$ cat config.mk
export PLATFORM = sky130hd
export DESIGN_NAME = tick_timer
export DESIGN_NICKNAME = d
export VERILOG_FILES = /design/src/rtl/tick_timer.sv
export SDC_FILE = /design/constraint.sdc
export NUM_CORES = 1
export LEC_CHECK = 0
export BUFFER_PORTS_ARGS = -buffer_cell sky130_fd_sc_hd__buf_2
export CAP_MARGIN = 40
export CORE_MARGIN = 5
export CORE_UTILIZATION = 53
export DETAILED_ROUTE_END_ITERATION = 12
export GPL_ROUTABILITY_DRIVEN = 1
export PLACE_DENSITY = 0.78
export SETUP_SLACK_MARGIN = 0.4
export SYNTH_ARGS = -nofsm -noshare
export SYNTH_HDL_FRONTEND = slang
export SYNTH_SLANG_ARGS = --single-unit
export TNS_END_PERCENT = 100
$ cat constraint.sdc
create_clock -name clock -period 2.9 [get_ports clock]
set_clock_uncertainty 0.15 [all_clocks]
set_input_delay 0.145 -clock clock [delete_from_list [all_inputs] [get_ports clock]]
set_output_delay 0.145 -clock clock [all_outputs]
set_load 0.05 [all_outputs]
$ cat src/rtl/tick_timer.sv
// Loadable-divisor tick generator with a tick counter, terminal count, one-shot mode and pause/abort.
// Define TICK_TIMER_SQUARE_EN to add the 50% duty `square` output toggled on every tick.
module tick_timer #(
   parameter int unsigned WIDTH       = 28,
   parameter int unsigned DEFAULT_DIV = 1000000,
   parameter int unsigned CNT_WIDTH   = 8
) (
   input  logic                 clock,
   input  logic                 reset_n,
   input  logic                 start,
   input  logic                 stop,
   input  logic                 enable,
   input  logic                 mode,
   input  logic                 div_load,
   input  logic [WIDTH-1:0]     div_value,
   input  logic [CNT_WIDTH-1:0] tc_value,
   output logic                 tick,
   output logic                 done,
   output logic [CNT_WIDTH-1:0] tick_count,
`ifdef TICK_TIMER_SQUARE_EN
   output logic                 square,
`endif
   output logic                 busy
);

   typedef enum logic [1:0] {
      ST_IDLE = 2'd0,
      ST_RUN  = 2'd1,
      ST_HOLD = 2'd2
   } state_t;

   localparam logic [WIDTH-1:0]     DIV_ONE   = WIDTH'(1);
   localparam logic [WIDTH-1:0]     DIV_RESET = WIDTH'(DEFAULT_DIV);
   localparam logic [CNT_WIDTH-1:0] CNT_ONE   = CNT_WIDTH'(1);

   state_t               state_q, state_d;
   logic                 mode_q, mode_d;
   logic [WIDTH-1:0]     div_q, div_d;
   logic [WIDTH-1:0]     pre_q, pre_d;
   logic [CNT_WIDTH-1:0] cnt_q, cnt_d;
   logic                 tick_q, tick_d;
   logic                 done_q, done_d;
`ifdef TICK_TIMER_SQUARE_EN
   logic                 square_q, square_d;
`endif

   // NOTE: every variable gets its hold/default value first so no path leaves one unassigned (no latches).
   always_comb begin
      state_d  = state_q;
      mode_d   = mode_q;
      div_d    = div_q;
      pre_d    = pre_q;
      cnt_d    = cnt_q;
      tick_d   = 1'b0;
      done_d   = 1'b0;
`ifdef TICK_TIMER_SQUARE_EN
      square_d = square_q;
`endif

      if (stop) begin
         state_d  = ST_IDLE;
         pre_d    = '0;
         cnt_d    = '0;
`ifdef TICK_TIMER_SQUARE_EN
         square_d = 1'b0;
`endif
      end else if (div_load) begin
         // New period is measured from this edge; a tick due now is dropped.
         div_d = (div_value == '0) ? DIV_ONE : div_value;
         pre_d = '0;
      end else begin
         unique case (state_q)
            ST_IDLE: begin
               pre_d = '0;
               cnt_d = '0;
               if (start) begin
                  state_d = ST_RUN;
                  mode_d  = mode;
               end
            end
            ST_RUN, ST_HOLD: begin
               // Resuming from HOLD counts on the resume edge, so a pause costs exactly its paused edges.
               if (!enable) begin
                  state_d = ST_HOLD;
               end else begin
                  state_d = ST_RUN;
                  if (pre_q == div_q - DIV_ONE) begin
                     pre_d  = '0;
                     tick_d = 1'b1;
`ifdef TICK_TIMER_SQUARE_EN
                     square_d = ~square_q;
`endif
                     if ((tc_value != '0) && (cnt_q == tc_value - CNT_ONE)) begin
                        cnt_d  = '0;
                        done_d = 1'b1;
                        if (mode_q) begin
                           state_d = ST_IDLE;
`ifdef TICK_TIMER_SQUARE_EN
                           square_d = 1'b0;
`endif
                        end
                     end else begin
                        cnt_d = cnt_q + CNT_ONE;
                     end
                  end else begin
                     pre_d = pre_q + DIV_ONE;
                  end
               end
            end
            default: begin
               state_d = ST_IDLE;
               pre_d   = '0;
               cnt_d   = '0;
            end
         endcase
      end
   end

   // NOTE: state is updated only with non-blocking assignments so all flops sample the same pre-edge values.
   always_ff @(posedge clock) begin
      if (!reset_n) begin
         state_q  <= ST_IDLE;
         mode_q   <= 1'b0;
         div_q    <= DIV_RESET;
         pre_q    <= '0;
         cnt_q    <= '0;
         tick_q   <= 1'b0;
         done_q   <= 1'b0;
`ifdef TICK_TIMER_SQUARE_EN
         square_q <= 1'b0;
`endif
      end else begin
         state_q  <= state_d;
         mode_q   <= mode_d;
         div_q    <= div_d;
         pre_q    <= pre_d;
         cnt_q    <= cnt_d;
         tick_q   <= tick_d;
         done_q   <= done_d;
`ifdef TICK_TIMER_SQUARE_EN
         square_q <= square_d;
`endif
      end
   end

   assign tick       = tick_q;
   assign done       = done_q;
   assign tick_count = cnt_q;
   assign busy       = (state_q != ST_IDLE);
`ifdef TICK_TIMER_SQUARE_EN
   assign square     = square_q;
`endif

endmodule

-- Yosys cells after proc, flatten, opt, wreduce, memory -nomap -nowiden
Index checks and enable logic that the tools add are counted.
- register bits: 69
- bits of input ports: 43
- output and inout port bits: 11
- logic and storage cells: 52
- add/sub/neg operators: 4
- equal/unequal tests: 7
- muxes and demuxes: 14
- bitwise logic cells: 6
- reduce and logical (&&, ||, !) cells: 14
- operators with widths (cell ; count):
    28-bit 2-to-1 mux ; 2
    8-bit 2-to-1 mux ; 4
    28-bit by 1-bit adder with 28-bit output (second input constant) ; 1
    28-bit == test ; 1
    28-bit zero test ; 1
    28-bit by 1-bit subtractor with 28-bit output (second input constant) ; 1
    8-bit by 1-bit adder with 8-bit output (second input constant) ; 1
    8-bit == test ; 1
    8-bit nonzero test ; 1
    8-bit by 1-bit subtractor with 8-bit output (second input constant) ; 1
    2-bit inequality test (second input constant) ; 3
    1-bit NOT ; 6
    6-bit OR reduction ; 1
    1-bit 2-to-1 mux ; 5
    5-bit OR reduction ; 1
    2-bit 2-to-1 mux ; 2
    2-bit one-hot mux with 2 select lines ; 1
    2-bit AND reduction ; 2
    4-bit AND reduction ; 1
    2-bit OR reduction ; 2
    4-bit OR reduction ; 1
    3-bit AND reduction ; 1
    2-bit by 1-bit == test with 1-bit output (second input constant) ; 1
    2-bit == test (second input constant) ; 1
    other kinds (3) ; 3

-- Longest topological paths before layout
- depth in word-level cells: 7
- gate-level depth with buffers: 14
- gate-level depth less buffers: 11

-- Worst setup path before layout
Ideal clock, no wire load.
- path kind: reg-to-reg
- from: reg div_q[0]
- to: reg cnt_q[6], in the netlist tick_count[6]
- library setup time: 144 ps
- data arrival time: 2962 ps
- data required time: 2606 ps
- setup slack: -356 ps
- stages on the path, launching flop included: 12
- path buffers: 1
- clock period less this slack: 3256 ps
- cells stage by stage: dfxtp_1 -> inv_1 -> ha_1 -> or4b_1 -> buf_2 -> or4b_1 -> mux2i_1 -> o311ai_0 -> nor4_1 -> a41oi_1 -> o31ai_1 -> o31ai_1
- word-level cells in the longest chain between the ends: 4
- ends and longest elaborated chain (what ; RTL line ; source):
    start: declaration ; 38 ; logic [WIDTH-1:0] div_q, div_d;
    start signal: assignment ; 135 ; div_q <= div_d;
    28-bit by 1-bit subtractor with 28-bit output ; 87 ; if (pre_q == div_q - DIV_ONE) begin
    28-bit == test ; 87 ;
    2-bit inequality test (no source line) ; n/a ;
    3-bit AND reduction (no source line) ; n/a ;
    end signal: assignment ; 137 ; cnt_q <= cnt_d;
    end: declaration ; 40 ; logic [CNT_WIDTH-1:0] cnt_q, cnt_d;
Every way passes these cells.
A chain may end at the register's enable or synchronous reset.

-- Worst setup path in the final report
- from: reg div_q[0]
- to: reg pre_q[0]
- word-level cells in the longest chain between the ends: 3
- ends and longest elaborated chain (what ; RTL line ; source):
    28-bit by 1-bit subtractor with 28-bit output ; 87 ;
    28-bit == test ; 87 ;
    28-bit 2-to-1 mux ; 87 ;
    end signal: assignment ; 136 ; pre_q <= pre_d;
    end: declaration ; 39 ; logic [WIDTH-1:0] pre_q, pre_d;
Every way passes these cells.

==> run metrics <==
Die X-Extent=100 µm; global-route wire length before repair=approximately 22000 µm; Cell Count, Final, Fillers Out=793; max-slew violation count=0; cell depth of the worst hold path=3; CTS tree=built; port buffer count=53; worst-path maximum fanout=13; CTS clk-pin slew, worst paths=roughly 0.080 ns; cts bufs inserted=9; Yosys reg bits=just under 70; DRT antenna net count=0; number of synthesis warnings=0; required time worst endpoint=2.99 ns; critical path launch point type=flip-flop; core area=~7800 µm²; number of flops mapped to enable cells by yosys=0; latest clock arrival within the worst-skew pair=about 0.35 ns; worst reg2reg endpoint=pre_q[0]; fin util=~76%; IO Pins=54; largest net degree at the start of global routing=31; max cap viols=0; H-tree Lvls=3; CP arrival=3.44 ns; gr usage total=between 20% and 30%; asr flop ratio synth=0%; vias post-DR=approximately 4800; initial antenna violation count=0; final hold vios=0; Final Instance Area=about 5900 µm²; CTS Sinks=around 70; Routed WL=approximately 15000 µm; CP Capture Type=flip-flop; failing checks=setup timing; area of the mapped netlist=roughly 4300 µm²; Final min period=3.36 ns; Slew @ Worst Pin=about 0.54 ns; distinct cell type count after synthesis=56; fin crit share=116%; DRC=0; RSZ-0062 raised after global routing=true; Placer Congestion=~0.96; Worst R2R Path Depth=14; Max clock buf depth=2; dominant synthesized flop cell=dfxtp_1; routed len/inst=roughly 18 µm; placed cells=~740; share of cells above drive strength 1=28.4%; vias in the first global route=4512; Post-Syn Area per Cell=about 7.9 µm²; Reg-to-Reg Start=div_q[0]; R2R Setup Slk=-0.46 ns; cell area after placement=5130 µm²; Hold WC Path Type=in -> reg; Synth Instances=543; Layout area overhead=38.3%; Remaining Overflow, GRT=0; vias per inst=approximately 6.1; sequential share of the synthesized area=roughly a third; Peak supply drop=around 0.00027 V; commonest non-fill, non-tap cell in the layout=nand2_1; DR pass1 iterations=5; Final Net Count=between 700 and 800; post-synth net total=approximately 600; Max Clk Rate=roughly 300 MHz; DPL Wire Length=between 9000 and 10000 µm; slew margin rel.=63.4%; worst min-delay path startpoint=div_load; hold endpoint=tick_count[1]; row cnt=32; Setup WS post-layout=-0.458 ns; diodes inserted=0; most frequent cells in the layout=78 x nand2_1, 67 x dfxtp_1, 67 x buf_4, 53 x buf_2, 39 x xor2_1; Starting DRT DRC Count=slightly above 400; effective utilization at floorplan=about 55%; LEAKAGE=0.00235 µW; PwrDens=369 nW/µm²; status=finished with violations; die area=~10000 µm²; Final setup viols=39; CP Class=reg -> reg; Die Ht=roughly 100 µm; root buffer cell=clkbuf_8
-- where the power goes --
part	switching [µW]	leakage [µW]	internal (µW)
Sequential	23.3	0.000561	969
Combinational	208	0.00170	201
Clock	369	0.0000964	419
-- worst max-delay path, cell delays in order (launching register included) --
cell	delay, ns
dfxtp_2	0.33
inv_2	0.06
ha_4	0.12
or4b_4	0.50
nor3_4	0.27
buf_6	0.14
xnor2_2	0.10
o2111ai_1	0.14
a2111o_1	0.43
nor3_2	0.19
nand4_1	0.15
buf_4	0.18
or2b_4	0.26
clkbuf_16	0.18
nor2_1	0.05
-- layer usage --
| layer | share of wire (%) | routed length [µm] | GRT usage, % |
|---|---|---|---|
| met3 | 7.3 | 1070 | 5.42 |
| met4 | 4.2 | 618 | 11.4 |
| met5 | 0 | 0 | 0 |
| met2 | 48 | 6990 | 43.4 |
| met1 | 40 | 5900 | 35.1 |
-- cell usage after synthesis, drive strengths merged (6+ instances only) --
library cell | number | area share, %
clkbuf | 17 | 1.5
nor4 | 18 | 3.0
and3 | 12 | 1.7
nor3 | 15 | 2.1
xor2 | 39 | 8.0
nand2b | 12 | 1.7
a21boi | 20 | 3.5
nor2 | 51 | 4.5
inv | 11 | 0.96
nor2b | 8 | 1.2
nand4 | 13 | 1.9
a21oi | 10 | 1.2
o31ai | 9 | 1.6
o21ai | 9 | 1.0
mux2i | 7 | 1.6
buf | 8 | 0.96
ha | 7 | 2.0
nand3 | 30 | 3.5
dfxtp | 69 | 32
nand2 | 78 | 6.8
or3 | 6 | 0.87
xnor2 | 34 | 6.9
-- sequential cells by signal (all words and copies together), names as in the netlist --
name        count
mode_q          1
state_q         2
tick            1
div_q          28
tick_count      8
pre_q          28
done            1
-- timing repair --
item	in CTS	in global routing
setup buffers	0	9
hold endpoints to repair	29	0
endpoints found under the setup margin	39	39
gates resized for setup	4	46
hold buffers	29	0
pin swaps	5	13
gates cloned	0	2
-- final cells by class --
| cell class | instances | area, µm² |
|---|---|---|
| multi-input cells | 438 | 3000 |
| fillers | 512 | 1870 |
| flip-flops and latches | 69 | 1380 |
| repair buffers | 157 | 1190 |
| clock buffers | 12 | 145 |
| well taps | 102 | 128 |
| clock inverters | 4 | 47.5 |
| inverters | 11 | 41.3 |
-- kinds of logic (layout without fill, tap and decap cells) --
family / Yosys count / after routing / share of synthesized area (%)
xor+xnor: 73 / 73 / 14.9
mux: 8 / 8 / 1.89
simple gates: 277 / 277 / 33.6
flops: 69 / 69 / 32.2
fa+ha+maj: 7 / 7 / 2.04
compound gates: 73 / 73 / 12.0
buf+inv: 36 / 184 / 3.41
-- worst max-delay path by stage --
stage                          from            end  slack [ns]  cells after the start
after detailed placement   div_q[0]  tick_count[5]       -0.39                     12
after global placement    div_q[12]  tick_count[7]       -0.32                     10
final                      div_q[0]       pre_q[0]       -0.46                     14
after CTS                  div_q[0]  tick_count[1]       -0.37                     12
after global routing       div_q[0]       pre_q[0]       -0.54                     14
after floorplan            div_q[0]  tick_count[6]       -0.32                     13
-- stage by stage --
stage	setup TNS [ns]	worst slack [ns]	hold WS, ns	total power (µW)
after global routing	-18.89	-0.537	0.0378	2270
after detailed placement	-9.70	-0.387	0.226	1350
after floorplan	-4.97	-0.316	0.119	1200
after CTS	-11.22	-0.365	0.000336	2140
final	-15.33	-0.458	0.0189	2190
after global placement	-8.42	-0.320	0.218	1330
No activity file was read; power rests on OpenSTA's default activity.
